--- src/rtl/fix_sqrt_seq_pkg.sv ---
// Shared fixed-point configuration for the sequential square-root block.
package fix_sqrt_seq_pkg;

    localparam int unsigned FIX_WIDTH = 32;
    localparam int unsigned FIX_FRAC  = 21;

    // Signed Q10.21 operand/result word
    typedef logic signed [FIX_WIDTH-1:0] fix_t;

endpackage

--- src/rtl/fix_sqrt_seq_if.sv ---
// Operand/result handshake bundle for fix_sqrt_seq.
interface fix_sqrt_seq_if;
    import fix_sqrt_seq_pkg::*;

    logic in_valid;
    fix_t in_x;
    logic in_ready;
    logic out_valid;
    fix_t out_result;
    logic out_neg;
    logic out_ready;

    // Producer/consumer side
    modport master (
        output in_valid,
        output in_x,
        input  in_ready,
        input  out_valid,
        input  out_result,
        input  out_neg,
        output out_ready
    );

    // Square-root engine side
    modport slave (
        input  in_valid,
        input  in_x,
        output in_ready,
        output out_valid,
        output out_result,
        output out_neg,
        input  out_ready
    );

endinterface

--- src/rtl/fix_sqrt_seq_sqrt_step.sv ---
// One restoring square-root iteration: consume two radicand bits, emit one root bit.
module sqrt_step #(
    parameter int unsigned ROOT_W = 27,
    parameter int unsigned REM_W  = 30
) (
    input  logic [REM_W-1:0]  i_rem,
    input  logic [ROOT_W-1:0] i_root,
    input  logic [1:0]        i_bits,
    output logic [REM_W-1:0]  o_rem,
    output logic [ROOT_W-1:0] o_root
);

    // Shifted remainder kept two bits wider so no stored bit is dropped
    localparam int unsigned SH_W = REM_W + 2;

    logic [SH_W-1:0] w_shift;
    logic [SH_W-1:0] w_trial;
    logic [SH_W-1:0] w_diff;
    logic            w_ge;

    // Compare against (root<<2)|1 and conditionally subtract
    always_comb begin
        w_shift = {i_rem, i_bits};
        w_trial = SH_W'({i_root, 2'b01});
        w_ge    = (w_shift >= w_trial);
        w_diff  = w_ge ? (w_shift - w_trial) : w_shift;
        o_rem   = REM_W'(w_diff);
        o_root  = {i_root[ROOT_W-2:0], w_ge};
    end

endmodule

--- src/rtl/fix_sqrt_seq.sv ---
// Sequential Q10.21 floor square root, one result bit per clock.
module fix_sqrt_seq
    import fix_sqrt_seq_pkg::*;
(
    input  logic          clk,
    input  logic          rst,
    fix_sqrt_seq_if.slave bus
);

    localparam int unsigned SQRT_ITERS = 27;
    localparam int unsigned ROOT_W     = SQRT_ITERS;
    localparam int unsigned REM_W      = ROOT_W + 3;
    localparam int unsigned RAD_W      = 2 * SQRT_ITERS;
    localparam int unsigned CNT_W      = 5;

    typedef enum logic [1:0] {
        S_IDLE,
        S_CALC,
        S_DONE
    } state_t;

    state_t            r_state;
    logic [CNT_W-1:0]  r_cnt;
    logic [REM_W-1:0]  r_rem;
    logic [ROOT_W-1:0] r_root;
    logic [RAD_W-1:0]  r_rad;
    logic              r_neg_op;
    logic              r_in_ready;
    logic              r_out_valid;
    fix_t              r_out_result;
    logic              r_out_neg;

    logic [REM_W-1:0]  w_rem;
    logic [ROOT_W-1:0] w_root;

    // Single iteration datapath fed from the top two radicand bits
    sqrt_step #(
        .ROOT_W (ROOT_W),
        .REM_W  (REM_W)
    ) u_step (
        .i_rem  (r_rem),
        .i_root (r_root),
        .i_bits (r_rad[RAD_W-1 -: 2]),
        .o_rem  (w_rem),
        .o_root (w_root)
    );

    // Control FSM; outputs are published one clock after entering DONE
    always_ff @(posedge clk or posedge rst) begin
        if (rst) begin
            r_state      <= S_IDLE;
            r_cnt        <= '0;
            r_rem        <= '0;
            r_root       <= '0;
            r_rad        <= '0;
            r_neg_op     <= 1'b0;
            r_in_ready   <= 1'b1;
            r_out_valid  <= 1'b0;
            r_out_result <= '0;
            r_out_neg    <= 1'b0;
        end else begin
            case (r_state)
                S_IDLE: begin
                    if (bus.in_valid && r_in_ready) begin
                        r_in_ready <= 1'b0;
                        r_cnt      <= '0;
                        r_rem      <= '0;
                        r_root     <= '0;
                        r_rad      <= RAD_W'({bus.in_x[FIX_WIDTH-2:0], {FIX_FRAC{1'b0}}});
                        r_neg_op   <= bus.in_x[FIX_WIDTH-1];
                        r_state    <= bus.in_x[FIX_WIDTH-1] ? S_DONE : S_CALC;
                    end
                end
                S_CALC: begin
                    r_rem  <= w_rem;
                    r_root <= w_root;
                    r_rad  <= {r_rad[RAD_W-3:0], 2'b00};
                    if (r_cnt == CNT_W'(SQRT_ITERS - 1)) begin
                        r_state <= S_DONE;
                    end else begin
                        r_cnt <= r_cnt + CNT_W'(1);
                    end
                end
                S_DONE: begin
                    if (!r_out_valid) begin
                        r_out_valid  <= 1'b1;
                        r_out_result <= r_neg_op ? '0 : FIX_WIDTH'(r_root);
                        r_out_neg    <= r_neg_op;
                    end else if (bus.out_ready) begin
                        r_out_valid <= 1'b0;
                        r_in_ready  <= 1'b1;
                        r_state     <= S_IDLE;
                    end
                end
                default: begin
                    r_state    <= S_IDLE;
                    r_in_ready <= 1'b1;
                end
            endcase
        end
    end

    assign bus.in_ready   = r_in_ready;
    assign bus.out_valid  = r_out_valid;
    assign bus.out_result = r_out_result;
    assign bus.out_neg    = r_out_neg;

endmodule

--- src/flat_wrapper.sv ---
// flat-port wrapper written by rule: the top's interface ports become plain ports
module fix_sqrt_seq_flat import fix_sqrt_seq_pkg::*;
  (clk, rst, bus_in_valid, bus_in_x, bus_in_ready, bus_out_valid, bus_out_result, bus_out_neg, bus_out_ready);
  fix_sqrt_seq_if bus_i ();
  input  logic clk;
  input  logic rst;
  input wire logic [$bits(bus_i.in_valid)-1:0] bus_in_valid;
  input wire logic [$bits(bus_i.in_x)-1:0] bus_in_x;
  output wire logic [$bits(bus_i.in_ready)-1:0] bus_in_ready;
  output wire logic [$bits(bus_i.out_valid)-1:0] bus_out_valid;
  output wire logic [$bits(bus_i.out_result)-1:0] bus_out_result;
  output wire logic [$bits(bus_i.out_neg)-1:0] bus_out_neg;
  input wire logic [$bits(bus_i.out_ready)-1:0] bus_out_ready;
  assign bus_i.in_valid = bus_in_valid;
  assign bus_i.in_x = bus_in_x;
  assign bus_in_ready = bus_i.in_ready;
  assign bus_out_valid = bus_i.out_valid;
  assign bus_out_result = bus_i.out_result;
  assign bus_out_neg = bus_i.out_neg;
  assign bus_i.out_ready = bus_out_ready;
  fix_sqrt_seq u_core (.clk(clk), .rst(rst), .bus(bus_i));
endmodule
--- config.mk ---
export PLATFORM = sky130hd
export DESIGN_NAME = fix_sqrt_seq_flat
export DESIGN_NICKNAME = d
export VERILOG_FILES = /design/src/rtl/fix_sqrt_seq_pkg.sv /design/src/rtl/fix_sqrt_seq_if.sv /design/src/rtl/fix_sqrt_seq_sqrt_step.sv /design/src/rtl/fix_sqrt_seq.sv /design/src/flat_wrapper.sv
export SDC_FILE = /design/constraint.sdc
export NUM_CORES = 1
export LEC_CHECK = 0
export CORE_UTILIZATION = 60
export DETAILED_ROUTE_END_ITERATION = 6
export GPL_ROUTABILITY_DRIVEN = 0
export PLACE_DENSITY = 0.83
export SYNTH_ARGS = -nofsm -noshare
export SYNTH_HDL_FRONTEND = slang
export SYNTH_HIERARCHICAL = 1
export SYNTH_SLANG_ARGS = --single-unit
--- constraint.sdc ---
create_clock -name clk -period 9.68 [get_ports clk]
set_input_delay 1.936 -clock clk [delete_from_list [all_inputs] [get_ports clk]]
set_output_delay 1.936 -clock clk [all_outputs]
set_load 0.02 [all_outputs]
==> reports/qor.csv <==
stage;metric;value;unit
synth;Synth area leaders;dfrtp_1 (40%), nand2_1 (11%), ha_1 (4.9%);
synth;synth warn;6;
sta;final hold vios;0;
drt;routed vias/inst;5.752;
synth;synthesized area per cell;8.583;um^2
drt;Initial DRC Count;538;
sta;setup violators final;0;
grt;All-Layer GR Usage;27.42;%
flow_run;max cap viols;0;
placement;HPWL after DPL;11050;um
grt;first-pass GRT wire length;28990;um
drt;via count;6419;
sta;Slew HR;23.40;%
cts;CTS H-tree lvls;4;
layout;Antenna Diode Count;0;
sta;RSZ-0062 raised after global routing;false;
min_path;Min-Delay Path Class;reg -> reg;
cts;post-CTS setup buffer count;0;
drt;Post-route DRC;0;
pwr;pwr dens;429.9;nW/um^2
floorplanning;Die Height;117.3;um
synth;commonest cells in the netlist;nand2_1 (228), dfrtp_1 (127), nand3_1 (67);
grt;antenna violations before repair;0;
placement;number of instances in the placed design;1086;
cts;post_cts resized;0;
grt;largest net degree at the start of global routing;95;
sta;actual slew at the worst max-slew pin;1149;ps
placement;Port Buffers;65;
grt;total gr overflow;0;
cts;Worst-Skew Late Latency;430;ps
synth;Async SR Flop Fraction;100.0;%
layout;layout cells sized above 1;9.958;%
cts;clock-pin slew on the worst setup and hold paths;50;ps
setup_path;required time worst endpoint;9990;ps
layout;Non-Filler Instances;1116;
floorplanning;die footprint;13750;um^2
synth;most numerous cell in the Yosys netlist;nand2_1;
setup_path;CP Capture Type;flip-flop;
synth;Main synth FF type;dfrtp_1;
sta;final slew viol count;0;
synth;Seq/Total Area, Yosys;40.19;%
floorplanning;Core Rows;41;
cts;clock sinks;128;
synth;Cell variety after synth;72;
placement;pre-CTS WS;5568;ps
synth;cell count after synthesis;929;
drt;antenna viol nets, final;0;
sta;Final WS setup;5999;ps
floorplanning;initial core utilization;62.43;%
cts;CTS root buf;clkbuf_16;
cts;CTS hold repair buffers;0;
cts;CTS tree;built;
synth;Synth top area share;39.86;%
floorplanning;Die Wd;117.3;um
sta;fmax;271.7;MHz
sta;post-route clock period utilization;38.02;%
synth;Post-synth EDFFs;0;
pwr;leak pwr;4.104;nW
cts;Num CTS Buffers;17;
drt;wirelength, routed;17540;um
layout;Final Net Count;1000;
synth;mapped cell area;7974;um^2
grt;vias in the first global route;6044;
sta;Final TNS setup;0;ps
cts;clock tree buffer depth;2;
pwr;total power;3.806;mW
layout;Area Overhead vs Synth;11.03;%
sta;Min Clock Period, post-route;3681;ps
pwr;Worst VDD drop;262.5;uV
setup_path;Worst Path Max Fanout;94;
floorplanning;core box area;12770;um^2
setup_path;WS Path Type;in -> reg;
synth;area leader, netlist;dfrtp_1;
status;outcome;complete, no violations;
setup_path;CP Launch Type;input port;
setup_path;Data arrival, critical path;3990;ps
floorplanning;Ports;71;
drt;DRT Pass-1 Iters;5;
drt;drt wl/cell;15.71;um
sta;clk_skew;8.875;ps
synth;register bit total from synthesis;128;
-- flip-flops by register name, indices dropped and copies added (netlist names) --
name                   cells
u_core/r_cnt               5
u_core/bus.out_neg         1
u_core/r_root             27
u_core/r_rem              30
u_core/bus.out_result     27
u_core/r_state             2
u_core/bus.out_valid       1
u_core/r_neg_op            1
u_core/bus.in_ready        1
u_core/r_rad              33
-- report_power, final --
| part | switching (mW) | leakage, nW | total, mW | internal, mW |
|---|---|---|---|---|
| Combinational | 1.20 | 2.19 | 2.26 | 1.05 |
| Clock | 0.231 | 0.272 | 0.606 | 0.375 |
| Sequential | 0.186 | 1.64 | 0.944 | 0.758 |
-- cell type report --
class / instances / area [um^2]
repair buffers: 69 / 680.7
clock buffers: 24 / 491.7
well taps: 172 / 215.2
multi-input cells: 678 / 4048
flip-flops and latches: 128 / 3204
inverters: 39 / 156.4
fillers: 960 / 3920
clock inverters: 6 / 57.56
-- critical path: stages --
cell and delay, ps:
clkdlybuf4s50_1 500, nand4bb_4 130, buf_4 740, o21a_1 310, mux2_2 360
-- layer usage --
metal | global-route usage, % | up-vias | part of all wire (%)
li1 | - | 3119 | -
met1 | 36.85 | 3124 | 46
met2 | 44.39 | 154 | 49
met3 | 6.746 | 22 | 4.3
met4 | 7.173 | 0 | 1.1
met5 | 0 | - | 0
-- stage by stage --
step	hold WS (ps)	utilization (%)	cell area, um^2
floorplan	438.6	-	7989
global placement	460.1	65.01	8304
detailed placement	470.7	65.01	8304
CTS	485.4	69.31	8853
global route	501.0	69.31	8853
finish	480.0	69.31	8853
-- kinds of logic (layout without fill, tap and decap cells) --
| group | count (synthesis) | after routing | synth area share, % |
|---|---|---|---|
| buf+inv | 127 | 138 | 9.556 |
| fa+ha+maj | 31 | 31 | 4.864 |
| simple gates | 418 | 418 | 23.52 |
| compound gates | 175 | 175 | 14.80 |
| xor+xnor | 24 | 24 | 2.636 |
| flops | 128 | 128 | 40.19 |
| other cells | 1 | 5 | 0.04703 |
| mux | 25 | 25 | 4.393 |
-- final timing paths --
path / from / endpoint / slack, ps / cells after the start
min in group asynchronous: rst / u_core/r_cnt[2] / 1930 / 2
min reg2reg: u_core/bus.out_result[24] / u_core/bus.out_result[24] / 480 / 2
max reg2reg: u_core/r_root[0] / u_core/r_rem[9] / 6390 / 13
min: u_core/bus.out_result[24] / u_core/bus.out_result[24] / 480 / 2
max in group asynchronous: rst / u_core/bus.out_result[6] / 6310 / 3
max: bus_in_valid / u_core/r_cnt[1] / 6000 / 5
-- cell usage in the layout, fill, tap and decap left out, types with 7 or more instances in the layout --
cell and instances:
o21a_1 7, nor3_1 12, dfrtp_1 127, a21o_1 9, a21oi_1 29, inv_1 37
o21ai_0 30, nor2_1 46, clkdlybuf4s50_1 65, nand2b_1 27, mux2_4 19, clkbuf_16 17
o21ai_1 12, xnor2_1 18, o21ai_2 13, ha_1 31, nand2_1 228, nand3_1 67
a31oi_1 39
Power figures use the tool's default switching activity.
